[src/rtl/gcc_arb.sv]
// ---------------------------------------------------------------------------
// gcc_arb
//
// Shares one GCC weighted-centroid core between two requesters, A and B.
// A granted requester streams one group of GROUP points (X, Y, W) into the
// core on consecutive cycles. The arbiter then waits for the core's active-low
// result strobe, latches the centroid and hands it back to the requester
// together with a one-cycle DONE pulse. Arbitration is round-robin when both
// sides request at once. A watchdog declares the core hung after TIMEOUT wait
// cycles; it then pulses the core reset and returns an all-ones result.
//
// Ports
//   CLK, RESET        clock, synchronous active-high reset
//   REQ_A/XA/YA/WA    requester A request and current point
//   GNT_A             high for GROUP cycles; each cycle consumes one A point
//   REQ_B/XB/YB/WB    requester B request and current point
//   GNT_B             high for GROUP cycles; each cycle consumes one B point
//   Xi, Yi, Wi        point presented to the core (zero outside FEED)
//   CORE_RST_         active-low core reset
//   READY_            core result strobe, active low for one cycle
//   Xc, Yc            core result
//   RES_X, RES_Y      latched result returned to the requester
//   DONE_A, DONE_B    one-cycle pulse marking whose result RES_X/RES_Y is
//   BUSY              high in every state except IDLE
//   ERR               sticky watchdog flag, cleared only by RESET
// ---------------------------------------------------------------------------
module gcc_arb #(
   parameter int GROUP   = 3,
   parameter int TIMEOUT = 64,
   parameter int DW      = 8,
   parameter int WW      = 4
) (
   input  logic          CLK,
   input  logic          RESET,
   input  logic          REQ_A,
   input  logic [DW-1:0] XA,
   input  logic [DW-1:0] YA,
   input  logic [WW-1:0] WA,
   output logic          GNT_A,
   input  logic          REQ_B,
   input  logic [DW-1:0] XB,
   input  logic [DW-1:0] YB,
   input  logic [WW-1:0] WB,
   output logic          GNT_B,
   output logic [DW-1:0] Xi,
   output logic [DW-1:0] Yi,
   output logic [WW-1:0] Wi,
   output logic          CORE_RST_,
   input  logic          READY_,
   input  logic [DW-1:0] Xc,
   input  logic [DW-1:0] Yc,
   output logic [DW-1:0] RES_X,
   output logic [DW-1:0] RES_Y,
   output logic          DONE_A,
   output logic          DONE_B,
   output logic          BUSY,
   output logic          ERR
);

   // Counter widths: the feed counter must reach GROUP-1, the wait counter
   // must reach TIMEOUT-1.
   localparam int FCW = (GROUP > 1) ? $clog2(GROUP) : 1;
   localparam int WCW = (TIMEOUT > 2) ? $clog2(TIMEOUT) : 1;
   localparam logic [FCW-1:0] FEED_LAST = FCW'(GROUP - 1);
   localparam logic [WCW-1:0] WAIT_LAST = WCW'(TIMEOUT - 1);

   typedef enum logic [2:0] {
      IDLE  = 3'd0,
      FEED  = 3'd1,
      WAIT  = 3'd2,
      DONE  = 3'd3,
      FLUSH = 3'd4
   } state_t;

   state_t          state;
   state_t          next_state;
   logic            grant_b;
   logic            next_grant_b;
   logic            prefer_b;
   logic [FCW-1:0]  feed_cnt;
   logic [WCW-1:0]  wait_cnt;
   logic [DW-1:0]   res_x;
   logic [DW-1:0]   res_y;
   logic            err_flag;
   logic            core_hold;
   logic            result_hit;
   logic            timeout_hit;

   // A result strobe in WAIT always beats the watchdog, even on the very
   // last permitted wait cycle.
   assign result_hit  = (state == WAIT) && !READY_;
   assign timeout_hit = (state == WAIT) && READY_ && (wait_cnt == WAIT_LAST);

   // State register. grant_b records which side owns the current group; it
   // only changes when a new group is granted out of IDLE.
   always_ff @(posedge CLK) begin
      if (RESET) begin
         state   <= IDLE;
         grant_b <= 1'b0;
      end else begin
         state   <= next_state;
         grant_b <= next_grant_b;
      end
   end

   // Next-state logic. With both sides requesting, prefer_b picks the side
   // that was not served last; a lone requester is granted directly.
   always_comb begin
      next_state   = state;
      next_grant_b = grant_b;
      unique case (state)
         IDLE: begin
            if (REQ_A || REQ_B) begin
               next_state = FEED;
               if (REQ_A && REQ_B) begin
                  next_grant_b = prefer_b;
               end else begin
                  next_grant_b = REQ_B;
               end
            end
         end
         FEED: begin
            if (feed_cnt == FEED_LAST) begin
               next_state = WAIT;
            end
         end
         WAIT: begin
            if (result_hit) begin
               next_state = DONE;
            end else if (timeout_hit) begin
               next_state = FLUSH;
            end
         end
         DONE:    next_state = IDLE;
         FLUSH:   next_state = IDLE;
         default: next_state = IDLE;
      endcase
   end

   // Point counter: zero on entry to FEED, one step per consumed point.
   always_ff @(posedge CLK) begin
      if (RESET || (state != FEED)) begin
         feed_cnt <= '0;
      end else begin
         feed_cnt <= feed_cnt + FCW'(1);
      end
   end

   // Watchdog counter: zero on entry to WAIT, one step per waited cycle.
   always_ff @(posedge CLK) begin
      if (RESET || (state != WAIT)) begin
         wait_cnt <= '0;
      end else begin
         wait_cnt <= wait_cnt + WCW'(1);
      end
   end

   // Result registers hold until the next latch; a hung core reports all ones
   // so the requester can tell a flushed group from a real centroid.
   always_ff @(posedge CLK) begin
      if (RESET) begin
         res_x <= '0;
         res_y <= '0;
      end else if (result_hit) begin
         res_x <= Xc;
         res_y <= Yc;
      end else if (timeout_hit) begin
         res_x <= '1;
         res_y <= '1;
      end
   end

   // Sticky error flag; only RESET clears it.
   always_ff @(posedge CLK) begin
      if (RESET) begin
         err_flag <= 1'b0;
      end else if (timeout_hit) begin
         err_flag <= 1'b1;
      end
   end

   // Round-robin pointer: after a group finishes (normally or flushed) the
   // other side is preferred. Out of reset A is preferred.
   always_ff @(posedge CLK) begin
      if (RESET) begin
         prefer_b <= 1'b0;
      end else if ((state == DONE) || (state == FLUSH)) begin
         prefer_b <= ~grant_b;
      end
   end

   // Keeps the core in reset for the cycle after a RESET edge as well, so an
   // aborted group never leaves partial sums inside the core.
   always_ff @(posedge CLK) begin
      core_hold <= RESET;
   end

   // Output decode. Everything is forced to its reset value while RESET is
   // high, so an abort takes effect immediately at the ports. Point data is a
   // zero-latency mux because the core samples it on the same edge as the
   // requester advances.
   always_comb begin
      GNT_A     = 1'b0;
      GNT_B     = 1'b0;
      Xi        = '0;
      Yi        = '0;
      Wi        = '0;
      DONE_A    = 1'b0;
      DONE_B    = 1'b0;
      RES_X     = '0;
      RES_Y     = '0;
      BUSY      = 1'b0;
      ERR       = 1'b0;
      CORE_RST_ = 1'b0;
      if (!RESET) begin
         RES_X     = res_x;
         RES_Y     = res_y;
         ERR       = err_flag;
         BUSY      = (state != IDLE);
         CORE_RST_ = !core_hold;
         unique case (state)
            FEED: begin
               GNT_A = !grant_b;
               GNT_B = grant_b;
               Xi    = grant_b ? XB : XA;
               Yi    = grant_b ? YB : YA;
               Wi    = grant_b ? WB : WA;
            end
            DONE: begin
               DONE_A = !grant_b;
               DONE_B = grant_b;
            end
            FLUSH: begin
               DONE_A    = !grant_b;
               DONE_B    = grant_b;
               CORE_RST_ = 1'b0;
            end
            default: begin
            end
         endcase
      end
   end

endmodule

[config.mk]
export PLATFORM = sky130hd
export DESIGN_NAME = gcc_arb
export DESIGN_NICKNAME = d
export VERILOG_FILES = /design/src/rtl/gcc_arb.sv
export SDC_FILE = /design/constraint.sdc
export NUM_CORES = 1
export LEC_CHECK = 0
export BUFFER_PORTS_ARGS = -buffer_cell sky130_fd_sc_hd__buf_4
export CAP_MARGIN = 0
export CORE_MARGIN = 10
export CORE_UTILIZATION = 35
export CTS_BUF_LIST = sky130_fd_sc_hd__clkbuf_4
export CTS_CLUSTER_SIZE = 40
export DETAILED_ROUTE_END_ITERATION = 7
export PLACE_DENSITY = 0.71
export RECOVER_POWER = 50
export SYNTH_ARGS = -nofsm -noshare
export SYNTH_HDL_FRONTEND = slang
export SYNTH_SLANG_ARGS = --single-unit
[constraint.sdc]
create_clock -name CLK -period 2.1 [get_ports CLK]
set_input_delay 0.42 -clock CLK [delete_from_list [all_inputs] [get_ports CLK]]
set_output_delay 0.42 -clock CLK [all_outputs]
set_load 0.01 [all_outputs]
Word level (Yosys, flattened, before mapping)

Cells that the tools add are included.

Input port bits: 61
Flip-flop bits (word level): 31
Output and inout port bits: 43
Word-level logic and storage cells: 72

Reductions and logical operators: 17
Add/subtract/negate cells: 2
Bitwise gates (word level): 1
Equal/unequal tests: 11
Multiplexer cells: 32

Operators by type and width:

| operator                                                                | number |
|---|---|
| 8-bit two-way mux                                                       | 11 |
| 1-bit two-way mux                                                       | 13 |
| 3-bit two-way mux                                                       | 4 |
| 4-bit two-way mux                                                       | 3 |
| 3-bit case mux with 3 select lines                                      | 1 |
| 6-bit by 1-bit adder with 6-bit output, second input constant           | 1 |
| 3-bit by 2-bit equality test with 1-bit output, second input constant   | 2 |
| 6-bit equality test, second input constant                              | 1 |
| 1-bit logical AND                                                       | 4 |
| 1-bit logical OR                                                        | 4 |
| 2-bit inequality test, second input constant                            | 2 |
| 3-bit by 1-bit equality test with 1-bit output, second input constant   | 1 |
| 3-bit equality test, second input constant                              | 1 |
| 1-bit zero test                                                         | 3 |
| 3-bit zero test                                                         | 1 |
| 3-bit by 1-bit inequality test with 1-bit output, second input constant | 1 |
| 3-bit by 2-bit inequality test with 1-bit output, second input constant | 1 |
| 3-bit inequality test, second input constant                            | 1 |
| 3-bit AND reduction                                                     | 1 |
| 3-bit nonzero test                                                      | 1 |
| 2-bit by 1-bit adder with 2-bit output, second input constant           | 1 |
| 2-bit equality test, second input constant                              | 1 |
| 2-bit AND reduction                                                     | 1 |
| 2-bit nonzero test                                                      | 1 |
| 2 further kinds                                                         | 2 |

Logic depth before layout (Yosys ltp)

Word-level depth: 6
Depth in mapped cells: 6
Mapped depth without buffers: 4

Worst setup path before layout

Ideal clock, no wire load.

Path kind: input port to output port
Start point: input RESET
End point: output Xi[0]
Slack: 10 ps
Arrival time: 1670 ps
Data required time: 1680 ps
Stages on the path: 5
Cells stage by stage: clkbuf_1 > or4b_1 > nor2_1 > buf_2 > a22o_1

Longest elaborated chain between the ends: 1

RTL lines:

| element           | line | RTL |
|---|---|---|
| from (decl)       | 34   | `input logic RESET,` |
| 8-bit two-way mux | 215  | `if (!RESET) begin` |
| to (decl)         | 45   | `output logic [DW-1:0] Xi,` |

Every way passes these cells.

Worst setup path after layout

Start point: register state[2]
End point: output Yi[2]

Longest elaborated chain between the ends: 3

RTL lines:

| element                                        | line | RTL |
|---|---|---|
| from (decl)                                    | 75   | `state_t state;` |
| from (signal assigned)                         | 101  | `state <= next_state;` |
| 3-bit by 1-bit equality test with 1-bit output | 221  | `unique case (state)` |
| 8-bit two-way mux                              | 221  |  |
| 8-bit two-way mux                              | 215  |  |
| to (decl)                                      | 46   | `output logic [DW-1:0] Yi,` |

Every way passes these cells.

==> impl_metrics.toml <==
[global_route]
grt_max_degree = 36
antenna_found_initial = 0
met2_usage = 0.229
grt_usage = 0.137
grt-ovfl-total = 0
use_met3 = 0.0572
grtUsageMet1 = 0.158
busiest_layer = "met2"
grt_pass1_vias = 1619
grt_pass1_wl_mm = 8.36

[floorplanning]
dieArea_um2 = 7500
die_h_um = 86.6
io_pins = 104
core_area_um2 = 4320
start_util = 0.359
num_rows = 24
die_w_um = 86.6

[cts]
numCtsBuffers = 5
htreeDepth = 2
cts_root_buf = "clkbuf_4"
cts.clk_slew.worst_paths_ns = 0.10
clock_latency_ns = 0.33
cts_tree = "done"
cts_sinks = 31
cts_hold_buf = 0
cts.path.max_buffers = 2

[worst_setup_path]
start_kind = "flop"
reg2reg_slack_ns = 0.41
ff2ff_path_depth = 4
reg2reg_to = "res_x[1]"
crit_chain = "or4b_4 -> nor2_4 -> buf_6 -> a22o_1 -> buf_4"
cp_max_fo = 9
cp-end-kind = "output pin"
setup.worst_path.class = "reg -> out"
reg2reg_from = "state[2]"
cp.arrival_ns = 1.78
cp_slowest_cell = "or4b_4"
required_ns = 1.68
slowest_delay_ns = 0.58

[sta]
grt_setup_unrepaired = "yes"
min_period_ns = 2.20
worst_pin_slew_ns = 0.367
hold_violations = 0
slew_headroom = 0.755
clock_skew_ns = 0.00967
slew_violations = 0
max_freq_mhz = 455
fin_ws_ns = -0.0970
fin_crit_sh = 1.05
whs_ns = 0.368
setup_viol = 20

[synth]
avgSynthCellArea_um2 = 8.34
netlist_area_um2 = 1550
yosysMostFrequentCell = "nor2_1"
synth_edf_count = 0
synth_largest_area_cell = "dfxtp_1"
ys_ff_latch = 31
synth_cells = 186
synth_top_area_frac = 0.400
synth_seq_area_share = 0.400
netlist_top_cells_area = "dfxtp_1 40%, a22o_1 11%, nor2_1 9.2%, inv_1 4.6%, a211oi_1 3.4%"
async_reset_ff_frac = 0
synth_flop_cell = "dfxtp_1"
synth_warnings = 0
synthTopCellsByCount = "38 x nor2_1, 31 x dfxtp_1, 20 x a22o_1"
synth_nets = 249
yosysUniqueCellTypes = 36

[detailed_routing]
vias_per_cell = 4.91
drc = 0
wirelength_mm = 5.49
drt_iter0_drc = 81
via_count = 1715
routedWlPerCell_um = 15.7
first_pass_iters = 6
ant_nets = 0

[cells_and_area]
finalNonFillerCells = 349
drive_above_1_share = 0.394
nets = 359
fillers = 382
finalInstanceArea_um2 = 2440
fin_util = 0.565
num_antenna_cells = 0
area_delta_synth_final_pct = 57.3

[placed_design]
gp_congestion = 0.790
portBuffers = 103
dp_worst_setup_slack_ns = -0.00681
dpl.hpwl_mm = 4.37
place_area_um2 = 2390
post-place-cells = 339

[min_path]
hold_class = "in -> reg"
hold_depth = 3
min_from = "Xc[7]"
whs_endpoint = "res_x[7]"

[pwr]
leakage_nw = 1.12
ir_worst_vdd_v = 0.000266
power.density_nw_per_um2 = 474

[run]
drv_cap = 0

[run_status]
violations = "negative setup slack"
status = "finished, violations left"
per-stage QoR:
stage | TNS, ns | power, mW
2_1_floorplan | 0 | 0.692
3_3_place_gp | 0 | 0.833
3_5_place_dp | -0.0131 | 0.835
4_1_cts | -2.69 | 1.17
5_1_grt | -3.14 | 1.21
6_report | -1.66 | 1.16
layer usage:
metal,share of wire,up-vias
met2,0.44,90
met3,0.11,4
li1,-,864
met5,0,-
met1,0.44,757
met4,0.0056,0
kinds of logic (layout without fill, tap and decap cells):
logic type | after synthesis | count (layout) | share of synthesized area
simple gates | 65 | 65 | 0.201
xor+xnor | 3 | 3 | 0.0169
flops | 31 | 31 | 0.400
buf+inv | 31 | 142 | 0.0952
compound gates | 54 | 54 | 0.271
fa+ha+maj | 2 | 2 | 0.0161
cells in the final DEF, fill, tap and decap left out, drive strengths merged, types with 2 or more instances in the layout:
| cell | instances |
|---|---|
| o21a | 2 |
| dfxtp | 31 |
| nor2 | 38 |
| buf | 103 |
| ha | 2 |
| clkbuf | 18 |
| or4b | 2 |
| nor3 | 6 |
| o21ai | 9 |
| xor2 | 2 |
| nand3 | 5 |
| clkinv | 2 |
| inv | 19 |
| a21oi | 8 |
| a22o | 20 |
| a211oi | 11 |
| nand2 | 3 |
report_power, final:
group | total, mW | internal (mW) | switching [mW]
Sequential | 0.599 | 0.595 | 0.00390
Clock | 0.330 | 0.137 | 0.193
Combinational | 0.230 | 0.139 | 0.0902
Total | 1.16 | 0.871 | 0.287
worst max-delay path by stage:
stage,start,to,slack (ns),cells past startpoint
floorplan,RESET,Xi[0],0.01,5
global placement,RESET,Xi[0],0.02,6
detailed placement,RESET,Xi[5],-0.007,6
CTS,state[2],Xi[5],-0.15,5
global route,state[2],Xi[4],-0.17,5
finish,state[2],Yi[2],-0.1,5
state kept, by name, indices dropped and copies added, names as in the netlist:
register   flops
res_x          8
res_y          8
wait_cnt       6
state          3
feed_cnt       2
core_hold      1
err_flag       1
grant_b        1
prefer_b       1
critical path, delay by kind of cell (launching register included):
kind / cells / cell delay, ns
AOI/OAI and AO/OA: 1 / 0.15
buffers and inverters: 2 / 0.27
DFF: 1 / 0.32
and+or+nand+nor: 2 / 0.72
final cells by class:
class	count	area (um2)	area share
timing repair buffer	115	830	0.340
multi-input combinational	124	802	0.329
sequential	31	621	0.254
inverter	19	71.3	0.0292
tap	52	65.1	0.0267
clock buffer	6	45.0	0.0185
clock inverter	2	7.51	0.00308
repair_timing:
action,in CTS,in global routing
setup buffers,0,0
pin swaps,1,1
gates resized for setup,9,4
gates cloned,2,0
endpoints found under the setup margin,22,22
No activity file was read; power rests on OpenSTA's default activity.
